===== src/rtl/spi_master_shifter_if.sv =====
// Control/data bundle between apb_slave_interface and spi_master_shifter.
// loopback_i exists only when SPI_LOOPBACK_EN is defined.
interface spi_master_shifter_if #(
    parameter int DATA_W = 8
);
    logic              spe_i;
    logic              mstr_i;
    logic              cpol_i;
    logic              cpha_i;
    logic              lsbfe_i;
    logic [2:0]        sppr_i;
    logic [2:0]        spr_i;
    logic              send_data_i;
    logic [DATA_W-1:0] mosi_data_i;
    logic              miso_i;
`ifdef SPI_LOOPBACK_EN
    logic              loopback_i;
`endif
    logic              sclk_o;
    logic              mosi_o;
    logic              ss_o;
    logic              tip_o;
    logic              receive_data_o;
    logic [DATA_W-1:0] miso_data_o;

    modport master (
`ifdef SPI_LOOPBACK_EN
        output loopback_i,
`endif
        output spe_i, mstr_i, cpol_i, cpha_i, lsbfe_i,
        output sppr_i, spr_i, send_data_i, mosi_data_i, miso_i,
        input  sclk_o, mosi_o, ss_o, tip_o,
        input  receive_data_o, miso_data_o
    );

    modport slave (
`ifdef SPI_LOOPBACK_EN
        input  loopback_i,
`endif
        input  spe_i, mstr_i, cpol_i, cpha_i, lsbfe_i,
        input  sppr_i, spr_i, send_data_i, mosi_data_i, miso_i,
        output sclk_o, mosi_o, ss_o, tip_o,
        output receive_data_o, miso_data_o
    );
endinterface


===== src/rtl/spi_master_shifter.sv =====
// SPI master shifter: SCLK generation, MOSI serialiser, MISO capture.
// Optional macro SPI_LOOPBACK_EN adds loopback_i (sample mosi_o instead of miso_i).
module spi_master_shifter #(
    parameter int DATA_W = 8,
    parameter int DIV_W  = 11
) (
    input  logic                 PCLK,
    input  logic                 PRESET,
    spi_master_shifter_if.slave  bus
);
    localparam int EW = $clog2(2 * DATA_W);
    localparam logic [EW-1:0] LAST_EDGE = EW'(2 * DATA_W - 1);

    typedef enum logic [1:0] {IDLE, LEAD, XFER, TRAIL} state_t;

    state_t            state_q;
    state_t            state_d;
    logic              cpol_q;
    logic              cpha_q;
    logic              lsbfe_q;
    logic [DIV_W-1:0]  half_q;
    logic [DIV_W-1:0]  cnt_q;
    logic [EW-1:0]     edge_q;
    logic [DATA_W-1:0] tx_sr;
    logic [DATA_W-1:0] rx_sr;
    logic [DATA_W-1:0] rx_data_q;
    logic              sclk_q;
    logic              mosi_q;
    logic              rcv_q;

    logic              start;
    logic              abort;
    logic              sclk_edge;
    logic              finish;
    logic              tick;
    logic              drive;
    logic              sample;
    logic              miso_bit;
    logic [DIV_W-1:0]  half_d;

    assign half_d = DIV_W'({1'b0, bus.sppr_i} + 4'd1) << bus.spr_i;
    assign tick   = (cnt_q == half_q - DIV_W'(1));

    // Even edge counts are leading edges, odd counts trailing.
    assign drive  = sclk_edge & (cpha_q ? ~edge_q[0]
                                        : (edge_q[0] & (edge_q != LAST_EDGE)));
    assign sample = sclk_edge & (cpha_q ? edge_q[0] : ~edge_q[0]);

`ifdef SPI_LOOPBACK_EN
    assign miso_bit = bus.loopback_i ? mosi_q : bus.miso_i;
`else
    assign miso_bit = bus.miso_i;
`endif

    always_comb begin
        state_d   = state_q;
        start     = 1'b0;
        abort     = 1'b0;
        sclk_edge = 1'b0;
        finish    = 1'b0;
        unique case (state_q)
            IDLE: begin
                if (bus.send_data_i && bus.spe_i && bus.mstr_i) begin
                    start   = 1'b1;
                    state_d = LEAD;
                end
            end
            LEAD: begin
                if (tick) state_d = XFER;
            end
            XFER: begin
                if (tick) begin
                    sclk_edge = 1'b1;
                    if (edge_q == LAST_EDGE) state_d = TRAIL;
                end
            end
            TRAIL: begin
                if (tick) begin
                    finish  = 1'b1;
                    state_d = IDLE;
                end
            end
            default: state_d = IDLE;
        endcase
        if (state_q != IDLE && !bus.spe_i) begin
            abort     = 1'b1;
            sclk_edge = 1'b0;
            finish    = 1'b0;
            state_d   = IDLE;
        end
    end

    always_ff @(posedge PCLK) begin
        if (PRESET) state_q <= IDLE;
        else        state_q <= state_d;
    end

    always_ff @(posedge PCLK) begin
        if (PRESET) begin
            cpol_q    <= 1'b0;
            cpha_q    <= 1'b0;
            lsbfe_q   <= 1'b0;
            half_q    <= DIV_W'(1);
            cnt_q     <= '0;
            edge_q    <= '0;
            tx_sr     <= '0;
            rx_sr     <= '0;
            rx_data_q <= '0;
            sclk_q    <= bus.cpol_i;
            mosi_q    <= 1'b0;
            rcv_q     <= 1'b0;
        end else begin
            rcv_q <= finish;
            if (start) begin
                cpol_q  <= bus.cpol_i;
                cpha_q  <= bus.cpha_i;
                lsbfe_q <= bus.lsbfe_i;
                half_q  <= half_d;
                cnt_q   <= '0;
                edge_q  <= '0;
                rx_sr   <= '0;
                sclk_q  <= bus.cpol_i;
                if (bus.cpha_i) begin
                    tx_sr <= bus.mosi_data_i;
                end else begin
                    // First bit must be on the line before the first leading edge.
                    mosi_q <= bus.lsbfe_i ? bus.mosi_data_i[0]
                                          : bus.mosi_data_i[DATA_W-1];
                    tx_sr  <= bus.lsbfe_i ? bus.mosi_data_i >> 1
                                          : bus.mosi_data_i << 1;
                end
            end else if (abort) begin
                sclk_q <= cpol_q;
                cnt_q  <= '0;
                edge_q <= '0;
            end else if (state_q == IDLE) begin
                sclk_q <= bus.cpol_i;
                cnt_q  <= '0;
                edge_q <= '0;
            end else begin
                cnt_q <= tick ? '0 : cnt_q + DIV_W'(1);
                if (sclk_edge) begin
                    sclk_q <= ~sclk_q;
                    edge_q <= edge_q + EW'(1);
                end
                if (drive) begin
                    mosi_q <= lsbfe_q ? tx_sr[0] : tx_sr[DATA_W-1];
                    tx_sr  <= lsbfe_q ? tx_sr >> 1 : tx_sr << 1;
                end
                if (sample) begin
                    rx_sr <= lsbfe_q ? {miso_bit, rx_sr[DATA_W-1:1]}
                                     : {rx_sr[DATA_W-2:0], miso_bit};
                end
                if (finish) rx_data_q <= rx_sr;
            end
        end
    end

    assign bus.sclk_o         = sclk_q;
    assign bus.mosi_o         = mosi_q;
    assign bus.ss_o           = (state_q == IDLE);
    assign bus.tip_o          = (state_q != IDLE);
    assign bus.receive_data_o = rcv_q;
    assign bus.miso_data_o    = rx_data_q;
endmodule

===== src/flat_wrapper.sv =====
// flat-port wrapper written by rule: the top's interface ports become plain ports
module spi_master_shifter_flat 
#(
    parameter int DATA_W = 8,
    parameter int DIV_W  = 11
)
  (PCLK, PRESET, bus_spe_i, bus_mstr_i, bus_cpol_i, bus_cpha_i, bus_lsbfe_i, bus_sppr_i, bus_spr_i, bus_send_data_i, bus_mosi_data_i, bus_miso_i, bus_sclk_o, bus_mosi_o, bus_ss_o, bus_tip_o, bus_receive_data_o, bus_miso_data_o);
  spi_master_shifter_if #(.DATA_W(DATA_W)) bus_i ();
  input  logic PCLK;
  input  logic PRESET;
  input wire logic [$bits(bus_i.spe_i)-1:0] bus_spe_i;
  input wire logic [$bits(bus_i.mstr_i)-1:0] bus_mstr_i;
  input wire logic [$bits(bus_i.cpol_i)-1:0] bus_cpol_i;
  input wire logic [$bits(bus_i.cpha_i)-1:0] bus_cpha_i;
  input wire logic [$bits(bus_i.lsbfe_i)-1:0] bus_lsbfe_i;
  input wire logic [$bits(bus_i.sppr_i)-1:0] bus_sppr_i;
  input wire logic [$bits(bus_i.spr_i)-1:0] bus_spr_i;
  input wire logic [$bits(bus_i.send_data_i)-1:0] bus_send_data_i;
  input wire logic [$bits(bus_i.mosi_data_i)-1:0] bus_mosi_data_i;
  input wire logic [$bits(bus_i.miso_i)-1:0] bus_miso_i;
  output wire logic [$bits(bus_i.sclk_o)-1:0] bus_sclk_o;
  output wire logic [$bits(bus_i.mosi_o)-1:0] bus_mosi_o;
  output wire logic [$bits(bus_i.ss_o)-1:0] bus_ss_o;
  output wire logic [$bits(bus_i.tip_o)-1:0] bus_tip_o;
  output wire logic [$bits(bus_i.receive_data_o)-1:0] bus_receive_data_o;
  output wire logic [$bits(bus_i.miso_data_o)-1:0] bus_miso_data_o;
  assign bus_i.spe_i = bus_spe_i;
  assign bus_i.mstr_i = bus_mstr_i;
  assign bus_i.cpol_i = bus_cpol_i;
  assign bus_i.cpha_i = bus_cpha_i;
  assign bus_i.lsbfe_i = bus_lsbfe_i;
  assign bus_i.sppr_i = bus_sppr_i;
  assign bus_i.spr_i = bus_spr_i;
  assign bus_i.send_data_i = bus_send_data_i;
  assign bus_i.mosi_data_i = bus_mosi_data_i;
  assign bus_i.miso_i = bus_miso_i;
  assign bus_sclk_o = bus_i.sclk_o;
  assign bus_mosi_o = bus_i.mosi_o;
  assign bus_ss_o = bus_i.ss_o;
  assign bus_tip_o = bus_i.tip_o;
  assign bus_receive_data_o = bus_i.receive_data_o;
  assign bus_miso_data_o = bus_i.miso_data_o;
  spi_master_shifter #(.DATA_W(DATA_W), .DIV_W(DIV_W)) u_core (.PCLK(PCLK), .PRESET(PRESET), .bus(bus_i));
endmodule

===== config.mk =====
export PLATFORM = sky130hd
export DESIGN_NAME = spi_master_shifter_flat
export DESIGN_NICKNAME = d
export VERILOG_FILES = /design/src/rtl/spi_master_shifter_if.sv /design/src/rtl/spi_master_shifter.sv /design/src/flat_wrapper.sv
export SDC_FILE = /design/constraint.sdc
export NUM_CORES = 1
export LEC_CHECK = 0
export CAP_MARGIN = 20
export CORE_MARGIN = 2
export CORE_UTILIZATION = 40
export DETAILED_ROUTE_END_ITERATION = 16
export GPL_TIMING_DRIVEN = 0
export PLACE_DENSITY_LB_ADDON = 0.1
export SYNTH_ARGS = -nofsm -noshare
export SYNTH_HDL_FRONTEND = slang
export SYNTH_SLANG_ARGS = --single-unit

===== constraint.sdc =====
create_clock -name PCLK -period 5.45 [get_ports PCLK]
set_input_delay 1.09 -clock PCLK [delete_from_list [all_inputs] [get_ports PCLK]]
set_output_delay 1.09 -clock PCLK [all_outputs]
set_load 0.01 [all_outputs]

==> reports/results.env <==
RUN_STATUS='complete, no violations'
WORSTSETUPPATHTYPE='reg -> reg'
CTS_MADE_BUFFERS=9
SLOWEST_DELAY_PS=500
GRT-OVFL-TOTAL=0
LAYOUT_COMMON_CELLS='nor2_1 (63), dfxtp_1 (57), mux2i_1 (34)'
GRT.TOTAL_USAGE=0.191
CRITICAL_PATH.SLOWEST_CELL='or4_1'
GLOBALPLACE.CONGESTION=0.867
FINAL_CYCLE_UTILIZATION_OF_THE_CRITICAL_PATH=0.573
YS_WARN_COUNT=0
POWER.DENSITY_mW_PER_MM2=283
SYNTH-ADDER-AREA-SHARE=0.0292
ANT_NETS=0
FINALWORSTSETUPSLACK_PS=2330
MAXCAPVIOLCOUNT=0
SYNTH.FF_LATCH_COUNT=58
CRITICAL_PATH.ENDPOINT_TYPE='flip-flop'
CRIT_CELLS=9
REGTOREGSETUPSLACK_PS=2330
FINALWIRELENGTH_MICRONS=8460
CRIT_PATH_END='u_core.bus.mosi_o'
POWER.TOTAL_mW=1.14
SYNTHESIS.AREA_SQ_MM=0.00343
LEAKAGEPOWER_nW=1.45
CTS-RESIZED-GATES=0
CELL_TYPE_CONTRIBUTING_THE_MOST_TOTAL_CELL_AREA_AFTER_SYNTHESIS='dfxtp_1'
LAYOUT_COMMONEST_CELL='nor2_1'
CRIT_CHAIN='inv_1 > ha_1 > o21ba_1 > a221oi_1 > a41oi_1 > nor4_4 > nand4_2 > and4b_1 > or4_1'
WIRE_PER_INST_MICRONS=15.3
REG2REGPATHDEPTH=9
NUMBER_OF_DRC_MARKERS_AFTER_THE_INITIAL_DETAILED_ROUTE_ITERATION=126
HPWL_MICRONS=6180
MAXSLEWHEADROOM=0.556
PEAKVDDDROP_V=0.000137
TRITONCTS='yes'
YS_FLOP_TYPE='dfxtp_1'
REG2REG_TO='u_core.bus.mosi_o'
NNETSFINAL=475
GRT_MAX_DEGREE=12
VIAS_AFTER_DETAILED_ROUTING=3006
YS_TOP_CELLS_BY_AREA='dfxtp_1 (33%), mux2i_1 (9.9%), nor2_1 (6.9%)'
SYNTHARSTFLOPSHARE=0
RSZ_0062_RAISED_AFTER_GLOBAL_ROUTING='false'
MIN_PERIOD_PS=3120
MIN-DELAY-PATH-CLASS='reg -> reg'
FINAL_MAX_TRAN_VIOLS=0
CRITICAL_PATH_AT_PS=3340
CP_DATA_REQUIRED_TIME_PS=5670
DIEWIDTH_MICRONS=96.5
WORST_PATH_DOMINANT_CELL_FAMILY='simple AND/OR/NAND/NOR gates'
FLOORPLAN.INITIALDENSITY=0.415
POSTSYNTHAREAPERCELL_SQ_UM=8.50
DETAIL_ROUTE.FIRST_PASS.ITERATIONS=4
MAX-CLOCK-PATH-BUFFERS=2
CTS.HOLD.BUFFERS_ADDED=0
CRITPATHBUFINV=1
FINCLKSKEW_PS=8.22
CLOCKROOTBUFFER='clkbuf_8'
NETLIST_INSTANCES=403
SYNTH_SEQUENTIAL_AREA_RATIO=0.342
DIEHEIGHT_MICRONS=96.5
IO_PINS=36
FIRST_GLOBAL_VIAS=2831
DRC_ERRORS=0
DRIVE_ABOVE_1_SHARE=0.0869
CORE_SQ_MM=0.00826
REGISTER_CLOCK_PIN_SLEW_ON_THE_REPORTED_WORST_SETUP_AND_HOLD_PATHS_PS=70
SYNTH_XOR_AREA_FRAC=0.0537
NET_COUNT_AFTER_SYNTHESIS=434
WORST-PATH-MAX-FANOUT=8
POSTCTSSETUPREPAIRBUFS=0
PLACE_WORST_SETUP_SLACK_PS=2060
CTS.HTREE.LEVELS=3
WORSTSKEWPAIRLATENCY_PS=340
POST_DRT_VIA_CELL_RATIO=5.43
SYNTH_EDF_COUNT=1
N_ANTENNA_CELL=0
FILLERINSTANCES=845
GRT_ANTENNA_BEFORE_REPAIR=0
ROW_COUNT=33
WORST_R2R_STARTPOINT='u_core.half_q[0]'
MAXCLOCKFREQUENCY_MHz=320
MAX_SLEW.WORST_PIN.SLEW_PS=665
TOTALNEGATIVESETUPSLACK_PS=0
SYNTH_COMPOUND_AREA_FRAC=0.138
GRT_PASS1_WL_MICRONS=13700
WORST_SETUP_PATH_START_KIND='flip-flop'
CRIT_START='u_core.half_q[0]'
YOSYS.CELL_TYPES.COUNT=58
AREA_GROWTH_SYN_TO_LAYOUT_PCT=17.8
PORTION_OF_NETLIST_AREA_OCCUPIED_BY_MUX_CELLS=0.129
SYNTH_SIMPLE_GATE_AREA_FRAC=0.266
FINAL-HOLD-VIOLATION-COUNT=0
FINALSETUPVIOLCOUNT=0
CLKSINKCOUNT=58
DIE_AREA_SQ_MM=0.00932
SYNTH_TOP_AREA_FRAC=0.333
SYNTH_TOP_FAMILY_BY_AREA='simple AND/OR/NAND/NOR gates'
PORT_BUFFERS=30
-- report_power, final --
group / total, mW / switching, mW / internal, mW / leakage, nW
logic: 0.313 / 0.181 / 0.132 / 0.882
clock network: 0.363 / 0.186 / 0.177 / 0.0926
registers: 0.466 / 0.0203 / 0.445 / 0.471
-- through the flow --
step,util,hold WS [ps],cells,instance area [sq um]
after floorplan,-,433,403,3430
after global placement,0.467,446,538,3860
after detailed placement,0.467,455,538,3860
after CTS,0.489,465,554,4040
after global routing,0.489,500,554,4040
final,0.489,463,554,4040
-- synthesized netlist by cell type, drive strengths merged (6+ instances only) --
cell    count
mux2        9
nand4b      6
xnor2       8
nor3        9
nand2b      8
buf         8
nand3       9
nand2      31
nand4       9
clkbuf     19
a21oi      22
o21ai       7
xor2       13
nor2       63
o211ai      6
and3        7
inv         8
nor4        6
dfxtp      57
or4         7
mux2i      34
ha          8
-- per-layer routing --
layer / global-route usage / up-vias / part of all wire
met4: 0.0563 / 0 / 0.0064
li1: - / 1540 / -
met5: 0 / - / 0
met1: 0.254 / 1414 / 0.49
met2: 0.308 / 47 / 0.46
met3: 0.0458 / 5 / 0.035
-- tightest hold or removal path, delay by kind of cell (launching register included) --
| family | cells | cell delay, ps |
|---|---|---|
| AOI/OAI and AO/OA | 1 | 50 |
| DFF | 1 | 310 |
| and+or+nand+nor | 1 | 50 |
-- kinds of logic after synthesis --
family,after synthesis
DFF,58
xor gates and xnor gates,21
and+or+nand+nor,173
buffers and inverters,35
adders and majority gates,8
AOI/OAI and AO/OA,65
muxes,43
-- flip-flops by register name, summed over array words and instances (netlist names), 2 cells and up --
name and count:
u_core.bus.miso_data_o 8, u_core.cnt_q 11, u_core.edge_q 4, u_core.half_q 11, u_core.rx_sr 8, u_core.state_q 2, u_core.tx_sr 8
-- final cells by class --
type | instances | area [sq um] | share of cell area
Multi-Input combinational cell | 310 | 2110 | 0.523
Sequential cell | 58 | 1170 | 0.290
Timing Repair Buffer | 30 | 300 | 0.0744
Clock buffer | 10 | 138 | 0.0341
Tap cell | 105 | 131 | 0.0325
Buffer | 27 | 113 | 0.0279
Clock inverter | 6 | 41.3 | 0.0102
Inverter | 8 | 30.0 | 0.00744
-- worst min path at each step --
| stage | startpoint | end | slack, ps | cells past startpoint |
|---|---|---|---|---|
| after floorplan | u_core.cpol_q | u_core.cpol_q | 430 | 2 |
| after global placement | u_core.cpol_q | u_core.cpol_q | 450 | 2 |
| after detailed placement | u_core.cpol_q | u_core.cpol_q | 460 | 2 |
| after CTS | u_core.cpol_q | u_core.cpol_q | 470 | 2 |
| after global routing | u_core.cpol_q | u_core.cpol_q | 500 | 2 |
| final | u_core.cpol_q | u_core.cpol_q | 460 | 2 |
No activity file was read; power rests on OpenSTA's default activity.
